===== config.mk =====
export PLATFORM = sky130hd
export DESIGN_NAME = tlul_host_seq
export DESIGN_NICKNAME = d
export VERILOG_FILES = /design/src/rtl/tlul_host_seq_pkg.sv /design/src/rtl/tlul_pkg.sv /design/src/rtl/tlul_cmd_intg_gen.sv /design/src/rtl/tlul_host_rr_arb.sv /design/src/rtl/tlul_host_seq.sv
export SDC_FILE = /design/constraint.sdc
export NUM_CORES = 1
export LEC_CHECK = 0
export ABC_AREA = 0
export CORE_AREA = 2 2 137 139
export DETAILED_ROUTE_END_ITERATION = 16
export DIE_AREA = 0 0 139 141
export HOLD_SLACK_MARGIN = 0.12
export MAX_ROUTING_LAYER = met4
export PLACE_DENSITY = 0.73
export SYNTH_ARGS = -nofsm -noshare
export SYNTH_HDL_FRONTEND = slang
export SYNTH_HIERARCHICAL = 1
export SYNTH_SLANG_ARGS = --single-unit

===== constraint.sdc =====
create_clock -name clk_i -period 2.56 [get_ports clk_i]
set_input_delay 0.384 -clock clk_i [delete_from_list [all_inputs] [get_ports clk_i]]
set_output_delay 0.384 -clock clk_i [all_outputs]
set_load 0.005 [all_outputs]

===== src/rtl/tlul_host_seq_pkg.sv =====
// Shared types for tlul_host_seq: FSM states, latched request and timeout fill data.
package tlul_host_seq_pkg;

    typedef enum logic [1:0] {
        IDLE = 2'd0,
        ADDR = 2'd1,
        DATA = 2'd2
    } seq_state_e;

    localparam logic [31:0] TimeoutData = 32'hDEAD_BEEF;

    typedef struct packed {
        logic        we;
        logic [31:0] addr;
        logic [31:0] wdata;
        logic [3:0]  be;
    } seq_req_t;

    function automatic logic [31:0] word_addr(input logic [31:0] a);
        return {a[31:2], 2'b00};
    endfunction

endpackage


===== src/rtl/tlul_pkg.sv =====
// Minimal TL-UL type package: channel structs, opcodes and the A-channel integrity fold.
package tlul_pkg;

    localparam int unsigned TL_AW  = 32;
    localparam int unsigned TL_DW  = 32;
    localparam int unsigned TL_AIW = 8;
    localparam int unsigned TL_DIW = 1;
    localparam int unsigned TL_DBW = 4;
    localparam int unsigned TL_SZW = 2;

    localparam logic [3:0] InstrTypeData = 4'h9;

    typedef enum logic [2:0] {
        PutFullData    = 3'h0,
        PutPartialData = 3'h1,
        Get            = 3'h4
    } tl_a_op_e;

    typedef enum logic [2:0] {
        AccessAck     = 3'h0,
        AccessAckData = 3'h1
    } tl_d_op_e;

    typedef struct packed {
        logic [4:0] rsvd;
        logic [3:0] instr_type;
        logic [6:0] cmd_intg;
        logic [6:0] data_intg;
    } tl_a_user_t;

    typedef struct packed {
        logic [6:0] rsp_intg;
        logic [6:0] data_intg;
    } tl_d_user_t;

    typedef struct packed {
        logic                a_valid;
        tl_a_op_e            a_opcode;
        logic [2:0]          a_param;
        logic [TL_SZW-1:0]   a_size;
        logic [TL_AIW-1:0]   a_source;
        logic [TL_AW-1:0]    a_address;
        logic [TL_DBW-1:0]   a_mask;
        logic [TL_DW-1:0]    a_data;
        tl_a_user_t          a_user;
        logic                d_ready;
    } tl_h2d_t;

    typedef struct packed {
        logic                d_valid;
        tl_d_op_e            d_opcode;
        logic [2:0]          d_param;
        logic [TL_SZW-1:0]   d_size;
        logic [TL_AIW-1:0]   d_source;
        logic [TL_DIW-1:0]   d_sink;
        logic [TL_DW-1:0]    d_data;
        tl_d_user_t          d_user;
        logic                d_error;
        logic                a_ready;
    } tl_d2h_t;

    // Seven interleaved parity lanes over a 64-bit payload.
    function automatic logic [6:0] intg_fold(input logic [63:0] v);
        logic [6:0] f;
        f = '0;
        for (int unsigned b = 0; b < 7; b++) begin
            for (int unsigned i = b; i < 64; i += 7) begin
                f[b] = f[b] ^ v[i];
            end
        end
        return f;
    endfunction

endpackage


===== src/rtl/tlul_cmd_intg_gen.sv =====
// Fills a_user command/data integrity fields of an outgoing TL-UL A-channel request.
module tlul_cmd_intg_gen
    import tlul_pkg::*;
(
    input  tl_h2d_t tl_i,
    output tl_h2d_t tl_o
);

    logic [63:0] cmd_payload;
    logic [63:0] data_payload;

    assign cmd_payload  = {21'd0, tl_i.a_user.instr_type, tl_i.a_address,
                           tl_i.a_opcode, tl_i.a_mask};
    assign data_payload = {32'd0, tl_i.a_data};

    always_comb begin
        tl_o                    = tl_i;
        tl_o.a_user.cmd_intg    = intg_fold(cmd_payload);
        tl_o.a_user.data_intg   = intg_fold(data_payload);
    end

endmodule


===== src/rtl/tlul_host_rr_arb.sv =====
// Round-robin arbiter: one-hot grant while enabled; priority moves past the winner on grant.
module tlul_host_rr_arb #(
    parameter int unsigned NumReq = 2
) (
    input  logic                      clk,
    input  logic                      rst_n,
    input  logic                      en,
    input  logic [NumReq-1:0]         req,
    output logic [NumReq-1:0]         gnt,
    output logic [$clog2(NumReq)-1:0] idx
);

    localparam int unsigned IdxW = $clog2(NumReq);

    logic [IdxW-1:0] ptr;
    logic            found;
    int unsigned     cand;

    always_comb begin
        gnt   = '0;
        idx   = '0;
        found = 1'b0;
        cand  = 0;
        for (int unsigned i = 0; i < NumReq; i++) begin
            cand = (32'(ptr) + i) % NumReq;
            if (!found && req[cand]) begin
                found     = 1'b1;
                gnt[cand] = 1'b1;
                idx       = IdxW'(cand);
            end
        end
        if (!en) begin
            gnt = '0;
        end
    end

    always_ff @(posedge clk or negedge rst_n) begin
        if (!rst_n) begin
            ptr <= '0;
        end else if (en && found) begin
            ptr <= (idx == IdxW'(NumReq - 1)) ? '0 : idx + 1'b1;
        end
    end

endmodule


===== src/rtl/tlul_host_seq.sv =====
// Single-outstanding TL-UL host sequencer sharing one device port between NumReq requesters.
// Optional D-channel watchdog enabled by defining TLUL_HOST_SEQ_TIMEOUT_EN.
module tlul_host_seq
    import tlul_host_seq_pkg::*;
#(
    parameter int unsigned NumReq        = 2,
    parameter int unsigned TimeoutCycles = 255
) (
    input  logic                   clk_i,
    input  logic                   rst_ni,
    input  logic [NumReq-1:0]      req_i,
    input  logic [NumReq-1:0]      we_i,
    input  logic [NumReq*32-1:0]   addr_i,
    input  logic [NumReq*32-1:0]   wdata_i,
    input  logic [NumReq*4-1:0]    be_i,
    output logic [NumReq-1:0]      gnt_o,
    output logic [NumReq-1:0]      rvalid_o,
    output logic [31:0]            rdata_o,
    output logic                   err_o,
    output logic                   busy_o,
    output tlul_pkg::tl_h2d_t      tl_h2d_o,
    input  tlul_pkg::tl_d2h_t      tl_d2h_i
);

    localparam int unsigned IdxW = $clog2(NumReq);

    seq_state_e        state, state_next;
    seq_req_t          cur, sel;
    logic [IdxW-1:0]   cur_idx, arb_idx;
    logic [NumReq-1:0] arb_gnt;
    logic              arb_en;
    logic              rsp_take;
    logic              timeout;
    logic [NumReq-1:0] rvalid;
    logic [31:0]       rdata;
    logic              err;
    tlul_pkg::tl_h2d_t tl_raw;
    logic              unused_d2h;

    tlul_host_rr_arb #(
        .NumReq(NumReq)
    ) u_arb (
        .clk  (clk_i),
        .rst_n(rst_ni),
        .en   (arb_en),
        .req  (req_i),
        .gnt  (arb_gnt),
        .idx  (arb_idx)
    );

    // Reads are normalised at latch time so the A channel needs no per-cycle muxing.
    always_comb begin
        sel = '0;
        for (int unsigned i = 0; i < NumReq; i++) begin
            if (arb_gnt[i]) begin
                sel.we    = we_i[i];
                sel.addr  = word_addr(addr_i[i*32 +: 32]);
                sel.be    = we_i[i] ? be_i[i*4 +: 4] : 4'hf;
                sel.wdata = we_i[i] ? wdata_i[i*32 +: 32] : '0;
            end
        end
    end

    always_ff @(posedge clk_i or negedge rst_ni) begin
        if (!rst_ni) begin
            state <= IDLE;
        end else begin
            state <= state_next;
        end
    end

    always_comb begin
        state_next = state;
        arb_en     = 1'b0;
        unique case (state)
            IDLE: begin
                arb_en = 1'b1;
                if (|req_i) begin
                    state_next = ADDR;
                end
            end
            ADDR: begin
                if (tl_d2h_i.a_ready) begin
                    state_next = DATA;
                end
            end
            DATA: begin
                if (tl_d2h_i.d_valid || timeout) begin
                    state_next = IDLE;
                end
            end
            default: state_next = IDLE;
        endcase
    end

    always_ff @(posedge clk_i or negedge rst_ni) begin
        if (!rst_ni) begin
            cur     <= '0;
            cur_idx <= '0;
        end else if (state == IDLE && |req_i) begin
            cur     <= sel;
            cur_idx <= arb_idx;
        end
    end

`ifdef TLUL_HOST_SEQ_TIMEOUT_EN
    logic [15:0] tmo_cnt;

    always_ff @(posedge clk_i or negedge rst_ni) begin
        if (!rst_ni) begin
            tmo_cnt <= '0;
        end else if (state == ADDR) begin
            tmo_cnt <= '0;
        end else if (state == DATA) begin
            tmo_cnt <= tmo_cnt + 16'd1;
        end
    end

    assign timeout = (state == DATA) && !tl_d2h_i.d_valid &&
                     (tmo_cnt == 16'(TimeoutCycles - 1));
`else
    logic unused_tmo_cfg;
    assign unused_tmo_cfg = ^TimeoutCycles;
    assign timeout        = 1'b0;
`endif

    // d_valid outside DATA (including the a_ready cycle) is intentionally ignored.
    assign rsp_take = (state == DATA) && tl_d2h_i.d_valid;

    always_ff @(posedge clk_i or negedge rst_ni) begin
        if (!rst_ni) begin
            rvalid <= '0;
            rdata  <= '0;
            err    <= 1'b0;
        end else begin
            rvalid <= '0;
            if (rsp_take) begin
                rvalid <= {{(NumReq-1){1'b0}}, 1'b1} << cur_idx;
                rdata  <= tl_d2h_i.d_data;
                err    <= tl_d2h_i.d_error || (tl_d2h_i.d_source != 8'(cur_idx));
            end else if (timeout) begin
                rvalid <= {{(NumReq-1){1'b0}}, 1'b1} << cur_idx;
                rdata  <= TimeoutData;
                err    <= 1'b1;
            end
        end
    end

    always_comb begin
        tl_raw                   = '0;
        tl_raw.a_valid           = (state == ADDR);
        tl_raw.a_opcode          = cur.we ? tlul_pkg::PutFullData : tlul_pkg::Get;
        tl_raw.a_param           = '0;
        tl_raw.a_size            = 2'd2;
        tl_raw.a_source          = 8'(cur_idx);
        tl_raw.a_address         = cur.addr;
        tl_raw.a_mask            = cur.be;
        tl_raw.a_data            = cur.wdata;
        tl_raw.a_user.instr_type = tlul_pkg::InstrTypeData;
        tl_raw.d_ready           = 1'b1;
    end

    tlul_cmd_intg_gen u_intg_gen (
        .tl_i(tl_raw),
        .tl_o(tl_h2d_o)
    );

    assign unused_d2h = ^{tl_d2h_i.d_opcode, tl_d2h_i.d_param, tl_d2h_i.d_size,
                          tl_d2h_i.d_sink, tl_d2h_i.d_user};

    assign gnt_o    = arb_gnt;
    assign rvalid_o = rvalid;
    assign rdata_o  = rdata;
    assign err_o    = err;
    assign busy_o   = (state != IDLE);

endmodule


# After elaboration in Yosys (flattened, before gate mapping)

Index checks and enable logic that the tools add are counted.
Widths: inputs -> output; s select.

Bits in registers: 108
Logic and storage cells: 124

Add/sub/neg operators: 2
Magnitude comparators: 4
Eq/ne operators: 6
Shift operators: 1
Mux-type cells: 29
Bitwise logic cells: 60
Reduce and logical (&&, ||, !) cells: 12

Operator list:

| operator            | number |
|---|---|
| $mux 69             | 2 |
| $mux 32             | 2 |
| $xor 1x1->1         | 57 |
| $mux 2              | 7 |
| $mux 1              | 12 |
| $mux 4              | 2 |
| $ne 8x1->1          | 1 |
| $logic_and 1x1->1   | 6 |
| $pmux 2 s3          | 1 |
| $lt 1x2->1 const B  | 2 |
| $ne 2x2->1 const B  | 2 |
| $mux 3              | 1 |
| $reduce_and 3->1    | 1 |
| $add 1x1->1 const B | 2 |
| $demux 1 s1         | 2 |
| $eq 2x1->1 const B  | 1 |
| $eq 2x2->1 const B  | 1 |
| $ge 1x1->1 const B  | 2 |
| $logic_not 2->1     | 1 |
| $ne 2x1->1 const B  | 1 |
| $not 1->1           | 2 |
| $or 2x2->2          | 1 |
| $reduce_bool 2->1   | 1 |
| $reduce_or 2->1     | 1 |
| other kinds (3)     | 3 |

# Depth between registers and ports, before layout

Word-level depth: 10
Depth in mapped cells: 8

# Modules after synthesis

The synthesis kept the hierarchy.

Modules (own cells, without submodules):

| module            | times used | cells each | area each (µm²) |
|---|---|---|---|
| tlul_host_seq     | 1          | 333        | 4,787.1 |
| tlul_cmd_intg_gen | 1          | 144        | 1,307.5 |
| tlul_host_rr_arb  | 1          | 8          | 63.8 |

# Worst setup path after synthesis

OpenSTA, ideal clock, no wires.

Kind: flip-flop to flip-flop
Start: register state[0]
End: register cur[2] (netlist name)
Setup time: 0.125 ns
Data arrival time: 1.701 ns
Data required time: 2.435 ns
Slack: 0.734 ns
Stages on the path, launching flop included: 9
Path buffers: 3
Cell sequence: dfrtp_1 > nor2_2 > and3_1 > buf_6 > nor2b_1 > buf_2 > buf_2 > a22o_1 > mux2_4

Elaborated cells on any way between the ends: 6
Those cells by class: mux (4); reduce/logical (2)

RTL lines:

| element                | RTL line               | text |
|---|---|---|
| from (decl)            | tlul_host_seq.sv:27    | `seq_state_e state, state_next;` |
| from (signal assigned) | tlul_host_seq.sv:68    | `state <= state_next;` |
| $logic_not 2->1        | tlul_host_seq.sv:75    | `unique case (state)` |
| $mux 1                 | tlul_host_seq.sv:75    |  |
| named net arb_en       | tlul_host_seq.sv:31    | `logic arb_en;` |
| $mux 2                 | tlul_host_rr_arb.sv:32 | `if (!en) begin` |
| named net gnt_o[1]     | tlul_host_seq.sv:16    | `output logic [NumReq-1:0] gnt_o,` |
| $mux 69                | tlul_host_seq.sv:55    | `if (arb_gnt[i]) begin` |
| to (signal assigned)   | tlul_host_seq.sv:101   | `cur <= sel;` |
| to (decl)              | tlul_host_seq.sv:28    | `seq_req_t cur, sel;` |

The timed path passes the listed nets, and every way through them passes these cells.
A chain may end at the register's enable or synchronous reset.

# Worst setup path in the final report

Start: register state[0]
End: output gnt_o[1]

Word-level cells in the longest chain between the ends: 3

Ends and longest elaborated chain:

| element          | RTL line |
|---|---|
| $logic_not 2->1  | tlul_host_seq.sv:75 |
| $mux 1           | tlul_host_seq.sv:75 |
| named net arb_en | tlul_host_seq.sv:31 |
| $mux 2           | tlul_host_rr_arb.sv:32 |
| to (decl)        | tlul_host_seq.sv:16 |

The timed path passes the listed nets, and every way through them passes these cells.

==> impl_metrics.py <==
metrics = {
    "placed_design": {
        "dp_cells": 943,
        "io_buffers": 301,
        "gp_congestion": 0.7957,
        "dp_hpwl_um": 12360,
        "place_area_sq_mm": 0.008803,
    },
    "worst_setup_path": {
        "path_max_fanout": 17,
        "timing.critical_path.arrival_ns": 2.07,
        "cp.required_ns": 2.18,
        "worst-r2r-setup-slack_ns": 0.16,
        "start_kind": "register",
        "rr_endpoint": "cur[63]",
        "crit_path_end_kind": "output pin",
        "reg2reg_depth": 7,
        "rr_startpoint": "state[0]",
        "path_class": "register to output pin",
    },
    "clocking": {
        "cts-root-buf": "clkbuf_16",
        "cts_max_level": 3,
        "clock_latency_ns": 0.35,
        "clk_pin_slew_ns": 0.08,
        "cts_resized": 0,
        "cts_tree": "built",
        "post_cts_buffers": 0,
        "cts_buffer_depth": 2,
        "cts_sinks": 106,
        "cts-buffers-inserted": 9,
        "hold_buffers": 0,
    },
    "layout": {
        "drive_gt1_frac": 0.1834,
        "antenna_cells": 0,
        "finish.net_count": 928,
        "multi_input_area_sq_mm": 0.002685,
        "final-seq-area_sq_mm": 0.002653,
        "num-fill-cells": 1657,
        "area_growth_pct": 47.91,
        "fin_cells": 959,
        "final_area_sq_mm": 0.009109,
    },
    "power": {
        "switching_power_mw": 3.256,
        "irDropWorstVdd_v": 0.0006792,
        "leakage_nw": 3.974,
        "pwr-share-seq": 0.288,
        "p_clk_frac": 0.134,
        "p_sw_frac": 0.3101,
        "finalPower_mw": 10.50,
        "p_int_mw": 7.244,
        "power_density_mw_per_mm2": 1153,
        "power_frac_comb": 0.578,
    },
    "detailed_routing": {
        "antenna_left": 0,
        "drc": 0,
        "viasPerCell": 4.539,
        "first_iter_violations": 162,
        "first_pass_iters": 4,
        "wire_per_inst_um": 16.61,
        "num_vias": 4353,
        "wl_um": 15930,
    },
    "logic_synthesis": {
        "ys_ff_latch": 106,
        "ys_types": 31,
        "netlist_instances": 485,
        "yosysWarnings": 6,
        "syn_area_per_cell_sq_um": 12.70,
        "synth-seq-area-share": 0.4307,
        "netlist_area_sq_mm": 0.006158,
    },
    "timing": {
        "hold_viol_final": 0,
        "fmax_mhz": 407.0,
        "fin_crit_sh": 0.9599,
        "rsz0062_at_grt": "true",
        "slew_violations": 0,
        "worst_pin_slew_ns": 0.9362,
        "tns_ns": 0,
        "maxSlewHeadroom": 0.3730,
        "setup_violations": 0,
        "fin_skew_ns": 0.01249,
        "fin_crit_ns": 2.457,
    },
    "global_routing": {
        "grt_max_degree": 63,
        "grt_pass1_wl_um": 24870,
        "track_usage": 0.1657,
        "antenna_found_initial": 0,
        "overflow": 0,
        "grt_pass1_vias": 4548,
    },
    "worst_hold_path": {
        "hold_path_class": "input pin to async pin",
    },
    "floorplan": {
        "dieArea_sq_mm": 0.01960,
        "fp.dieW_um": 139,
        "ios": 355,
        "row_count": 50,
        "core_sq_mm": 0.01827,
        "die_h_um": 141,
        "start_util": 0.3371,
    },
    "status": {
        "status": "completed",
    },
    "job": {
        "max_cap_violations": 0,
    },
}
-- logic make-up (layout without fill, tap and decap cells) --
group                     after synthesis  after routing  synth area share
AOI/OAI and AO/OA                      72             72           0.09915
other                                   2             34          0.001219
DFF                                   106            106            0.4307
buffers and inverters                 126            334            0.1544
xor gates and xnor gates               50             50           0.09793
and+or+nand+nor                        28             28           0.02601
muxes                                 101            101            0.1906
-- routing by layer --
layer,GRT usage,routed length [um],up-vias
li1,-,-,2049
met3,0.04212,1224,20
met5,-,0,-
met4,0.05688,314,0
met1,0.1973,6550,2067
met2,0.2753,7838,217
-- cells in the final DEF, fill, tap and decap left out, types with 3 or more instances in the layout --
cell | Yosys | layout
a22o_1 | 65 | 65
buf_12 | 0 | 4
buf_4 | 100 | 10
clkbuf_16 | 0 | 9
clkdlybuf4s50_1 | 0 | 300
conb_1 | 2 | 34
dfrtp_1 | 106 | 106
inv_1 | 4 | 4
mux2_2 | 90 | 90
mux2_4 | 10 | 10
nand2_1 | 4 | 4
nand2b_1 | 10 | 10
nor2_1 | 3 | 3
xnor2_1 | 31 | 31
xnor3_1 | 12 | 12
xor2_1 | 7 | 7
-- Yosys cell counts, drive strengths merged --
cell,number,share of area
mux2i,1,0.0016
conb,2,0.0012
inv,4,0.0024
nand3b,1,0.0012
and3,1,0.0010
a21oi,2,0.0016
nand3,1,0.00081
nand2b,10,0.010
o21a,1,0.0012
and3b,1,0.0014
buf,119,0.15
xnor2,31,0.044
xor2,7,0.010
clkbuf,3,0.0018
and2,2,0.0020
mux2,100,0.19
nand2,4,0.0024
o21ai,2,0.0016
nor4,2,0.0020
a22o,65,0.092
xnor3,12,0.044
a31oi,1,0.0010
nor2b,2,0.0020
dfrtp,106,0.43
a21o,1,0.0012
nor2,4,0.0028
-- how the worst max path moves through the flow --
stage / from / end / slack (ns) / cells past startpoint
CTS: state[0] / gnt_o[1] / 0.1 / 4
global route: state[0] / cur[63] / -0.01 / 7
detailed placement: req_i[0] / cur[63] / -0.03 / 7
global placement: req_i[0] / cur[0] / -0.01 / 7
finish: state[0] / gnt_o[1] / 0.10 / 4
floorplan: state[0] / cur[2] / 0.73 / 8
-- stage by stage --
step	worst slack, ns	utilization	hold slack [ns]
final	0.1027	0.4986	0.1154
after global routing	-0.01430	0.4986	0.1910
after CTS	0.09552	0.4986	0.1569
after detailed placement	-0.03054	0.4819	0.4915
after global placement	-0.01294	0.4819	0.4868
after floorplan	0.7339	-	0.08841
-- sequential cells by signal, indices dropped and copies added (netlist names), named ones only --
name and cells:
rvalid_o 2, state 2, cur 67, err_o 1, cur_idx 1, rdata_o 32
-- worst max-delay path: stages, from the launching register on --
cell	delay, ns
dfrtp_1	0.41
nor2_2	0.28
and3_1	0.25
buf_4	0.24
clkdlybuf4s50_1	0.54
-- power by group through the flow --
stage	sequential, mW	combinational (mW)	clock, mW
floorplan	2.94	3.61	0
global placement	3.05	6.06	0
detailed placement	3.08	6.12	0
CTS	3.05	6.15	1.47
global route	3.15	6.49	1.53
finish	3.03	6.06	1.41
-- area by class of cell --
class / count / area share
multi-input combinational: 285 / 0.2948
clock buffer: 9 / 0.02473
inverter: 4 / 0.001648
timing repair buffer: 314 / 0.3467
clock inverter: 7 / 0.008791
sequential: 106 / 0.2912
tap: 234 / 0.03214
Power figures use the tool's default switching activity.
